**src/rtl/conv_layer_scheduler_if.sv**
```systemverilog
// Control bus between the conv layer scheduler and its datapath/host partners:
// pass control, row-load handshake, kernel array controls and output row handshake.
interface conv_layer_scheduler_if #(
    parameter int ADDR_W = 8
);
    logic              start;
    logic              abort;
    logic              busy;
    logic              done;
    logic              row_load_req;
    logic [ADDR_W-1:0] row_load_addr;
    logic              row_load_ack;
    logic [3:0]        weight_idx;
    logic [1:0]        col_sel;
    logic              mac_en;
    logic              acc_clr;
    logic              out_valid;
    logic [2:0]        out_row;
    logic              out_ready;

    modport master (
        input  start, abort, row_load_ack, out_ready,
        output busy, done, row_load_req, row_load_addr, weight_idx,
               col_sel, mac_en, acc_clr, out_valid, out_row
    );

    modport slave (
        output start, abort, row_load_ack, out_ready,
        input  busy, done, row_load_req, row_load_addr, weight_idx,
               col_sel, mac_en, acc_clr, out_valid, out_row
    );
endinterface

```
**src/rtl/conv_layer_scheduler.sv**
```systemverilog
// Row/tile scheduler for one 3x3 convolution pass: loads kernel rows, steps the
// kernel columns through the MAC array, drains the pipeline and hands out rows.
//
// state   | meaning
// IDLE    | waiting for start
// LOAD    | requesting pixel row (out_row+krow), held until ack
// COMPUTE | KERNEL_SIZE MAC cycles, one per kernel column
// DRAIN   | MAC_LAT cycles for the array pipeline to settle
// OUTPUT  | presenting out_row results until out_ready
// DONE    | one-cycle completion pulse
module conv_layer_scheduler #(
    parameter int IMAGE_SIZE  = 8,
    parameter int KERNEL_SIZE = 3,
    parameter int ARRAY_SIZE  = 6,
    parameter int MAC_LAT     = 4,
    parameter int ADDR_W      = 8
) (
    input logic                    clk,
    input logic                    rst,
    conv_layer_scheduler_if.master sif
);
    localparam int KW = 2;
    localparam int RW = 3;
    localparam int DW = (MAC_LAT > 1) ? $clog2(MAC_LAT) : 1;

    localparam logic [KW-1:0] K_LAST     = KW'(KERNEL_SIZE - 1);
    localparam logic [RW-1:0] ROW_LAST   = RW'(ARRAY_SIZE - 1);
    localparam logic [DW-1:0] DRAIN_INIT = DW'(MAC_LAT - 1);

    typedef enum logic [2:0] {
        S_IDLE,
        S_LOAD,
        S_COMPUTE,
        S_DRAIN,
        S_OUTPUT,
        S_DONE
    } state_t;

    state_t            state_q, state_d;
    logic [RW-1:0]     out_row_q, out_row_d;
    logic [KW-1:0]     krow_q, krow_d;
    logic [KW-1:0]     kcol_q, kcol_d;
    logic [DW-1:0]     drain_q, drain_d;

    logic              busy_q, busy_d;
    logic              done_q, done_d;
    logic              row_load_req_q, row_load_req_d;
    logic [ADDR_W-1:0] row_load_addr_q, row_load_addr_d;
    logic [3:0]        weight_idx_q, weight_idx_d;
    logic [1:0]        col_sel_q, col_sel_d;
    logic              mac_en_q, mac_en_d;
    logic              acc_clr_q, acc_clr_d;
    logic              out_valid_q, out_valid_d;

    always_comb begin
        state_d   = state_q;
        out_row_d = out_row_q;
        krow_d    = krow_q;
        kcol_d    = kcol_q;
        drain_d   = drain_q;

        unique case (state_q)
            S_IDLE: begin
                if (sif.start) begin
                    state_d   = S_LOAD;
                    out_row_d = '0;
                    krow_d    = '0;
                end
            end
            S_LOAD: begin
                if (sif.row_load_ack) begin
                    state_d = S_COMPUTE;
                    kcol_d  = '0;
                end
            end
            S_COMPUTE: begin
                if (kcol_q != K_LAST) begin
                    kcol_d = kcol_q + 1'b1;
                end else if (krow_q != K_LAST) begin
                    krow_d  = krow_q + 1'b1;
                    state_d = S_LOAD;
                end else begin
                    state_d = S_DRAIN;
                    drain_d = DRAIN_INIT;
                end
            end
            S_DRAIN: begin
                if (drain_q == '0) begin
                    state_d = S_OUTPUT;
                end else begin
                    drain_d = drain_q - 1'b1;
                end
            end
            S_OUTPUT: begin
                if (sif.out_ready) begin
                    if (out_row_q == ROW_LAST) begin
                        state_d = S_DONE;
                    end else begin
                        out_row_d = out_row_q + 1'b1;
                        krow_d    = '0;
                        state_d   = S_LOAD;
                    end
                end
            end
            S_DONE: begin
                state_d = S_IDLE;
            end
            default: begin
                state_d = S_IDLE;
            end
        endcase

        // Outputs are registered, so they are decoded from the next state.
        busy_d          = (state_d != S_IDLE);
        done_d          = (state_d == S_DONE);
        row_load_req_d  = (state_d == S_LOAD);
        mac_en_d        = (state_d == S_COMPUTE);
        out_valid_d     = (state_d == S_OUTPUT);
        acc_clr_d       = (state_d == S_LOAD) && (state_q != S_LOAD) && (krow_d == '0);
        row_load_addr_d = row_load_addr_q;
        weight_idx_d    = weight_idx_q;
        col_sel_d       = col_sel_q;

        if (state_d == S_LOAD) begin
            row_load_addr_d = ADDR_W'((int'(out_row_d) + int'(krow_d)) * IMAGE_SIZE);
        end
        if (state_d == S_COMPUTE) begin
            col_sel_d    = kcol_d;
            weight_idx_d = 4'(int'(krow_d) * KERNEL_SIZE + int'(kcol_d));
        end

        // Abort drops everything, including held index/address values.
        if (sif.abort) begin
            state_d         = S_IDLE;
            out_row_d       = '0;
            krow_d          = '0;
            kcol_d          = '0;
            drain_d         = '0;
            busy_d          = 1'b0;
            done_d          = 1'b0;
            row_load_req_d  = 1'b0;
            row_load_addr_d = '0;
            weight_idx_d    = '0;
            col_sel_d       = '0;
            mac_en_d        = 1'b0;
            acc_clr_d       = 1'b0;
            out_valid_d     = 1'b0;
        end
    end

    always_ff @(posedge clk) begin
        if (rst) begin
            state_q         <= S_IDLE;
            out_row_q       <= '0;
            krow_q          <= '0;
            kcol_q          <= '0;
            drain_q         <= '0;
            busy_q          <= 1'b0;
            done_q          <= 1'b0;
            row_load_req_q  <= 1'b0;
            row_load_addr_q <= '0;
            weight_idx_q    <= '0;
            col_sel_q       <= '0;
            mac_en_q        <= 1'b0;
            acc_clr_q       <= 1'b0;
            out_valid_q     <= 1'b0;
        end else begin
            state_q         <= state_d;
            out_row_q       <= out_row_d;
            krow_q          <= krow_d;
            kcol_q          <= kcol_d;
            drain_q         <= drain_d;
            busy_q          <= busy_d;
            done_q          <= done_d;
            row_load_req_q  <= row_load_req_d;
            row_load_addr_q <= row_load_addr_d;
            weight_idx_q    <= weight_idx_d;
            col_sel_q       <= col_sel_d;
            mac_en_q        <= mac_en_d;
            acc_clr_q       <= acc_clr_d;
            out_valid_q     <= out_valid_d;
        end
    end

    assign sif.busy          = busy_q;
    assign sif.done          = done_q;
    assign sif.row_load_req  = row_load_req_q;
    assign sif.row_load_addr = row_load_addr_q;
    assign sif.weight_idx    = weight_idx_q;
    assign sif.col_sel       = col_sel_q;
    assign sif.mac_en        = mac_en_q;
    assign sif.acc_clr       = acc_clr_q;
    assign sif.out_valid     = out_valid_q;
    assign sif.out_row       = out_row_q;
endmodule

```
**src/flat_wrapper.sv**
```systemverilog
// flat-port wrapper written by rule: the top's interface ports become plain ports
module conv_layer_scheduler_flat 
#(
    parameter int IMAGE_SIZE  = 8,
    parameter int KERNEL_SIZE = 3,
    parameter int ARRAY_SIZE  = 6,
    parameter int MAC_LAT     = 4,
    parameter int ADDR_W      = 8
)
  (clk, rst, sif_start, sif_abort, sif_row_load_ack, sif_out_ready, sif_busy, sif_done, sif_row_load_req, sif_row_load_addr, sif_weight_idx, sif_col_sel, sif_mac_en, sif_acc_clr, sif_out_valid, sif_out_row);
  conv_layer_scheduler_if #(.ADDR_W(ADDR_W)) sif_i ();
  input logic clk;
  input logic rst;
  input wire logic [$bits(sif_i.start)-1:0] sif_start;
  input wire logic [$bits(sif_i.abort)-1:0] sif_abort;
  input wire logic [$bits(sif_i.row_load_ack)-1:0] sif_row_load_ack;
  input wire logic [$bits(sif_i.out_ready)-1:0] sif_out_ready;
  output wire logic [$bits(sif_i.busy)-1:0] sif_busy;
  output wire logic [$bits(sif_i.done)-1:0] sif_done;
  output wire logic [$bits(sif_i.row_load_req)-1:0] sif_row_load_req;
  output wire logic [$bits(sif_i.row_load_addr)-1:0] sif_row_load_addr;
  output wire logic [$bits(sif_i.weight_idx)-1:0] sif_weight_idx;
  output wire logic [$bits(sif_i.col_sel)-1:0] sif_col_sel;
  output wire logic [$bits(sif_i.mac_en)-1:0] sif_mac_en;
  output wire logic [$bits(sif_i.acc_clr)-1:0] sif_acc_clr;
  output wire logic [$bits(sif_i.out_valid)-1:0] sif_out_valid;
  output wire logic [$bits(sif_i.out_row)-1:0] sif_out_row;
  assign sif_i.start = sif_start;
  assign sif_i.abort = sif_abort;
  assign sif_i.row_load_ack = sif_row_load_ack;
  assign sif_i.out_ready = sif_out_ready;
  assign sif_busy = sif_i.busy;
  assign sif_done = sif_i.done;
  assign sif_row_load_req = sif_i.row_load_req;
  assign sif_row_load_addr = sif_i.row_load_addr;
  assign sif_weight_idx = sif_i.weight_idx;
  assign sif_col_sel = sif_i.col_sel;
  assign sif_mac_en = sif_i.mac_en;
  assign sif_acc_clr = sif_i.acc_clr;
  assign sif_out_valid = sif_i.out_valid;
  assign sif_out_row = sif_i.out_row;
  conv_layer_scheduler #(.IMAGE_SIZE(IMAGE_SIZE), .KERNEL_SIZE(KERNEL_SIZE), .ARRAY_SIZE(ARRAY_SIZE), .MAC_LAT(MAC_LAT), .ADDR_W(ADDR_W)) u_core (.clk(clk), .rst(rst), .sif(sif_i));
endmodule
```
**config.mk**
```make
export PLATFORM = sky130hd
export DESIGN_NAME = conv_layer_scheduler_flat
export DESIGN_NICKNAME = d
export VERILOG_FILES = /design/src/rtl/conv_layer_scheduler_if.sv /design/src/rtl/conv_layer_scheduler.sv /design/src/flat_wrapper.sv
export SDC_FILE = /design/constraint.sdc
export NUM_CORES = 1
export LEC_CHECK = 0
export ABC_AREA = 0
export CAP_MARGIN = 20
export CORE_UTILIZATION = 25
export DETAILED_ROUTE_END_ITERATION = 8
export SLEW_MARGIN = 10
export SYNTH_ARGS = -nofsm -noshare
export SYNTH_HDL_FRONTEND = slang
export SYNTH_SLANG_ARGS = --single-unit
```
**constraint.sdc**
```tcl
create_clock -name clk -period 2.7 [get_ports clk]
set_input_delay 0.405 -clock clk [delete_from_list [all_inputs] [get_ports clk]]
set_output_delay 0.405 -clock clk [all_outputs]
set_load 0.05 [all_outputs]
```
==> impl_metrics.yaml, run 1 <==
placed_design:
  io_buffers: 24
  placed_cells_incl_taps: 270
  hpwl_microns: 2540
  post-place-ws_ps: -248
  gp_congestion: 0.792
clock_network:
  cts_buffer_depth: 2
  htreeDepth: 1
  clk_latency_ps: 270
  cts_buffers: 3
  clk_pin_slew_worst_paths_ps: 100
  root_buffer: "clkbuf_8"
  clkSinkCount: 28
  cts_tree: "done"
  hold_buffers: 0
sta:
  tns_ps: 0
  slew_headroom_pct: 48.5
  clock_skew_ps: 1.65
  hold_viol: 0
  fmax_ghz: 0.385
  fin_ws_ps: 102
  slew_violations: 0
  min_period_over_period_pct: 96.2
  worst_pin_slew_ps: 769
  fin_crit_ps: 2600
  rsz0062_at_grt: "false"
  setup_viol: 0
die:
  die_y_microns: 80.0
  die_w_microns: 80.0
  rows: 28
  core-area_sq_mm: 0.00589
  initial_core_util_pct: 25.9
  die_area_sq_mm: 0.00640
  ios: 29
power:
  p_total_w: 0.000847
  p_per_area_mw_per_mm2: 412
  pwr-share-comb_pct: 11.5
  seqPwrFrac_pct: 49.4
  p_sw_share_pct: 23.2
  switching_power_w: 0.000197
  vdd_drop_max_v: 0.000283
  p_leak_nw: 0.780
  p_clk_share_pct: 39.1
  p_int_w: 0.000650
routing:
  drtIter0Drc: 50
  via_per_inst: 4.47
  routedWlPerCell_microns: 12.1
  drt-total-wl_microns: 3310
  drc_errors: 0
  ant_nets: 0
  drtPass1Iterations: 4
  num_vias: 1224
critical_path:
  setup.worst_path.start_class: "input pin"
  crit_type: "input pin to flip-flop"
  required_ps: 2900
  slowest_stage: "clkdlybuf4s50_1"
  endpoint_kind: "flip-flop"
  crit_arrival_ps: 2800
  critical-path-top-delay-family: "adder cells"
  cp_num_buf_inv: 3
  cp_cell_sequence: "clkdlybuf4s50_1 -> a21bo_2 -> nand3_2 -> nand3_4 -> a32oi_4 -> fa_1 -> inv_1 -> ha_1 -> inv_1 -> fa_1 -> a211oi_2"
  crit_fanout: 2
  cpPeakStageDelay_ps: 470
grt:
  overflow: 0
  grt_pass1_wl_microns: 5620
  grt_use_total_pct: 11.2
  grt_max_degree: 18
  grt_pass1_vias: 1228
  antenna_found_initial: 0
layout:
  multi_input_area_sq_um: 932
  nNetsFinal: 221
  final_cells: 274
  antennaDiodeCount: 0
  nFillCells: 632
  most-common-layout-cells: "dfxtp_1 (26), clkdlybuf4s50_1 (24), nor2_1 (18)"
  fin_util_pct: 34.9
  final_common_cell: "dfxtp_1"
  area_growth_pct: 35.2
  drive_above_1_share_pct: 18.6
  regArea_sq_um: 566
logic_synthesis:
  ys_types: 45
  yosysTopAreaCell: "dfxtp_1"
  syn_inst: 166
  synth_edf_count: 0
  synth_area_sq_mm: 0.00152
  async_flop_share_pct: 0
  ys_seq_elements: 28
  ys.flop_type: "dfxtp_1"
  yosysSeqAreaShare_pct: 36.8
  yosysTopAreaCellShare_pct: 36.8
  yosysWarnings: 0
  syn-mean-instance-area_sq_um: 9.17
  synth_area_leaders: "dfxtp_1 (37%), ha_1 (9.9%), nor2_1 (4.9%)"
run:
  max_cap_violations: 0
min_path:
  hp-class: "flip-flop to flip-flop"
status:
  status: "finished, final reports clean"
stage by stage:
step | hold WS [ps] | cell area (sq um)
after CTS | 474 | 2020
final | 466 | 2060
after detailed placement | 460 | 1950
after global routing | 495 | 2060
after floorplan | 476 | 1580
after global placement | 455 | 1950
cell families after synthesis:
| logic type | Yosys count | share of synthesized area, % |
|---|---|---|
| and+or+nand+nor | 58 | 21.1 |
| AOI/OAI and AO/OA | 32 | 15.7 |
| DFF | 28 | 36.8 |
| buffers and inverters | 25 | 7.81 |
| adders and majority gates | 15 | 13.8 |
| muxes | 6 | 3.95 |
| other | 1 | 0.246 |
| xor gates and xnor gates | 1 | 0.576 |
worst min-delay path: cells and delay by family (launching register included):
family	cells	cell delay, ps
and+or+nand+nor	1	50
DFF	1	320
muxes	1	60
flip-flops by register name, summed over array words and instances, names as in the netlist:
name,flops
u_core.drain_q,2
u_core.kcol_q,2
u_core.krow_q,2
u_core.sif.acc_clr,1
u_core.sif.busy,1
u_core.sif.col_sel,2
u_core.sif.done,1
u_core.sif.mac_en,1
u_core.sif.out_row,3
u_core.sif.out_valid,1
u_core.sif.row_load_addr,4
u_core.sif.row_load_req,1
u_core.sif.weight_idx,4
u_core.state_q,3
Yosys cell counts (all sizes together) (2+ instances only):
| cell type | instances |
|---|---|
| nand2 | 8 |
| ha | 12 |
| nand3 | 2 |
| a211oi | 2 |
| nor2b | 2 |
| o21ai | 6 |
| nor2 | 20 |
| fa | 3 |
| clkbuf | 4 |
| a21oi | 4 |
| inv | 13 |
| nor3 | 4 |
| or3b | 2 |
| a32oi | 3 |
| dfxtp | 28 |
| and2 | 4 |
| a22o | 2 |
| buf | 8 |
| o211ai | 3 |
| o21a | 2 |
| nand3b | 4 |
| mux2i | 6 |
| nand2b | 7 |
metal layers:
metal / wire [microns] / up-vias / track usage (%)
met5: 0 / - / 0
met4: 32 / 0 / 3.21
met3: 119 / 5 / 1.83
met2: 1410 / 25 / 17.9
met1: 1750 / 571 / 15.5
li1: - / 623 / -
area by class of cell:
| cell class | count | share of cell area (%) |
|---|---|---|
| clock buffer | 3 | 2.01 |
| multi-input combinational | 116 | 45.3 |
| timing repair buffer | 38 | 16.8 |
| sequential | 28 | 27.5 |
| clock inverter | 1 | 1.46 |
| tap | 75 | 4.56 |
| inverter | 13 | 2.37 |
power by group through the flow:
stage | logic [W] | registers (W) | clock network [W]
after floorplan | 0.0000577 | 0.000438 | 0
after detailed placement | 0.0000943 | 0.000428 | 0
after global placement | 0.0000942 | 0.000428 | 0
final | 0.0000975 | 0.000419 | 0.000331
after global routing | 0.000105 | 0.000420 | 0.000362
after CTS | 0.0000947 | 0.000419 | 0.000340
final timing paths:
path / start / cells past startpoint / slack (ps) / to
worst max-delay path: sif_out_ready / 11 / 100 / u_core.sif.weight_idx[2]
worst min-delay path: u_core.sif.row_load_addr[6] / 2 / 470 / u_core.sif.row_load_addr[6]
worst max register to register: u_core.sif.out_row[1] / 12 / 140 / u_core.sif.weight_idx[2]
worst min register to register: u_core.sif.row_load_addr[6] / 2 / 470 / u_core.sif.row_load_addr[6]
repair_timing:
item,in CTS,in global routing
gates resized for setup,0,7
setup buffers,0,0
setup endpoints to repair,0,2
Power figures use the tool's default switching activity.
==> inputs of run 2 (changes only) <==
- PLACE_DENSITY: default -> 0.57
==> impl_metrics.yaml, run 2 (synthesis results as in run 1) <==
placed_design:
  io_buffers: 24
  hpwl_microns: 2480
  gp_congestion: 0.731
  postPlaceCellArea_sq_mm: 0.00195
critical_path:
  required_ps: 2890
  crit_arrival_ps: 2850
  cpPeakStageDelay_ps: 490
  setup.worst_path.start_class: "flip-flop"
  endpoint_kind: "flip-flop"
  critical-path-top-delay-family: "adder cells"
  cp_cell_sequence: "inv_2 -> ha_4 -> a21bo_2 -> nand3_2 -> nand3_4 -> a32oi_4 -> fa_1 -> inv_1 -> ha_2 -> inv_2 -> fa_1 -> a211oi_2"
  crit_type: "flip-flop to flip-flop"
  slowest_stage: "fa_1"
  cp_num_buf_inv: 3
  crit_fanout: 3
layout:
  antennaDiodeCount: 0
  most-common-layout-cells: "dfxtp_1 (24), clkdlybuf4s50_1 (22), nor2_1 (19)"
  fin_util_pct: 35.7
  area_growth_pct: 38.1
  final_common_cell: "dfxtp_1"
  nFillCells: 630
  drive_above_1_share_pct: 21.8
  multi_input_area_sq_um: 946
  nNetsFinal: 224
  postLayoutCellArea_sq_mm: 0.00210
  regArea_sq_um: 568
sta:
  rsz0062_at_grt: "true"
  slew_headroom_pct: 66.2
  min_period_over_period_pct: 98.4
  setup_viol: 0
  worst_pin_slew_ps: 505
  fin_crit_ps: 2660
  fmax_ghz: 0.376
  clock_skew_ps: 8.49
  tns_ps: 0
  slew_violations: 0
  hold_viol: 0
  whs_ps: 471
routing:
  drtIter0Drc: 70
  routedWlPerCell_microns: 12.0
  via_per_inst: 4.48
  num_vias: 1241
  drc_errors: 1
  drtPass1Iterations: 6
  drt-total-wl_microns: 3320
  ant_nets: 0
die:
  die_y_microns: 80.0
  die_area_sq_mm: 0.00640
  ios: 29
  die_w_microns: 80.0
  rows: 28
  core-area_sq_mm: 0.00589
  initial_core_util_pct: 25.9
clock_network:
  cts_buffer_depth: 2
  clk_pin_slew_worst_paths_ps: 100
  root_buffer: "clkbuf_8"
  hold_buffers: 0
  cts_buffers: 3
  cts_tree: "done"
  clk_latency_ps: 270
  clkSinkCount: 28
  htreeDepth: 1
power:
  p_leak_nw: 0.813
  vdd_drop_max_v: 0.000184
  p_per_area_mw_per_mm2: 401
grt:
  grt_pass1_vias: 1237
  grt_max_degree: 18
  overflow: 0
  antenna_found_initial: 0
  grt_pass1_wl_microns: 5580
  grt_use_total_pct: 11.2
min_path:
  hp-class: "flip-flop to flip-flop"
run:
  max_cap_violations: 0
status:
  status: "finished with violations"
  violations: "DRC"
## run 2: changes by cell type in the layout (fill, tap and decap cells not counted), moves of 2 or more
cell / delta
dfxtp_1: -2
dfxtp_2: +2
dlymetal6s2s_1: +2
clkdlybuf4s50_1: -2
buf_4: +3
## run 2: report_power, final
part	internal (W)	leakage (nW)	switching, W	total [W]
Combinational	0.0000355	0.549	0.0000607	0.0000962
Sequential	0.000416	0.228	0.00000340	0.000419
Clock	0.000198	0.0357	0.000128	0.000327
## run 2: final cells by class
cell class,instances,area share (%)
clock buffers,3,1.97
clock inverters,1,1.43
inverters,13,2.32
multi-input cells,116,45.0
flip-flops and latches,28,27.0
well taps,75,4.47
repair buffers,41,17.7
## run 2: metal layers
metal  GRT usage [%]  share of wire [%]  up-vias  routed length (microns)
met1            16.2                 54      582                     1790
met5               0                  0        -                        0
li1                -                  -      632                        -
met3           0.800                2.0        2                       66
met4            4.29                1.2        0                       40
met2            17.2                 43       25                     1420
## run 2: worst paths after layout
| kind | startpoint | cells after the start | slack (ps) | endpoint |
|---|---|---|---|---|
| min | u_core.sif.row_load_addr[6] | 2 | 470 | u_core.sif.row_load_addr[6] |
| max reg2reg | u_core.sif.out_row[1] | 12 | 40 | u_core.sif.weight_idx[2] |
| max | u_core.sif.out_row[1] | 12 | 40 | u_core.sif.weight_idx[2] |
| min reg2reg | u_core.sif.row_load_addr[6] | 2 | 470 | u_core.sif.row_load_addr[6] |
## run 2: worst reg2reg max path: stages, from the launching register on
cell      delay (ps)
dfxtp_4          360
inv_2             40
ha_4             140
a21bo_2          200
nand3_2           90
nand3_4          110
a32oi_4          200
fa_1             450
inv_1             70
ha_2             160
inv_2             40
fa_1             490
a211oi_2         220
## run 2: through the flow
stage,total power (W),setup slack (ps),cells
after CTS,0.000853,6.86,274
final,0.000842,42.5,277
after global placement,0.000523,-252,270
after detailed placement,0.000523,-335,270
after global routing,0.000874,-71.7,277
after floorplan,0.000496,3.11,169
## run 2: timing repair
item | 4_1_cts | 5_1_grt
endpoints found under the setup margin | 1 | 2
setup buffers | 0 | 3
resized for setup | 4 | 10
pin swaps | 3 | 9
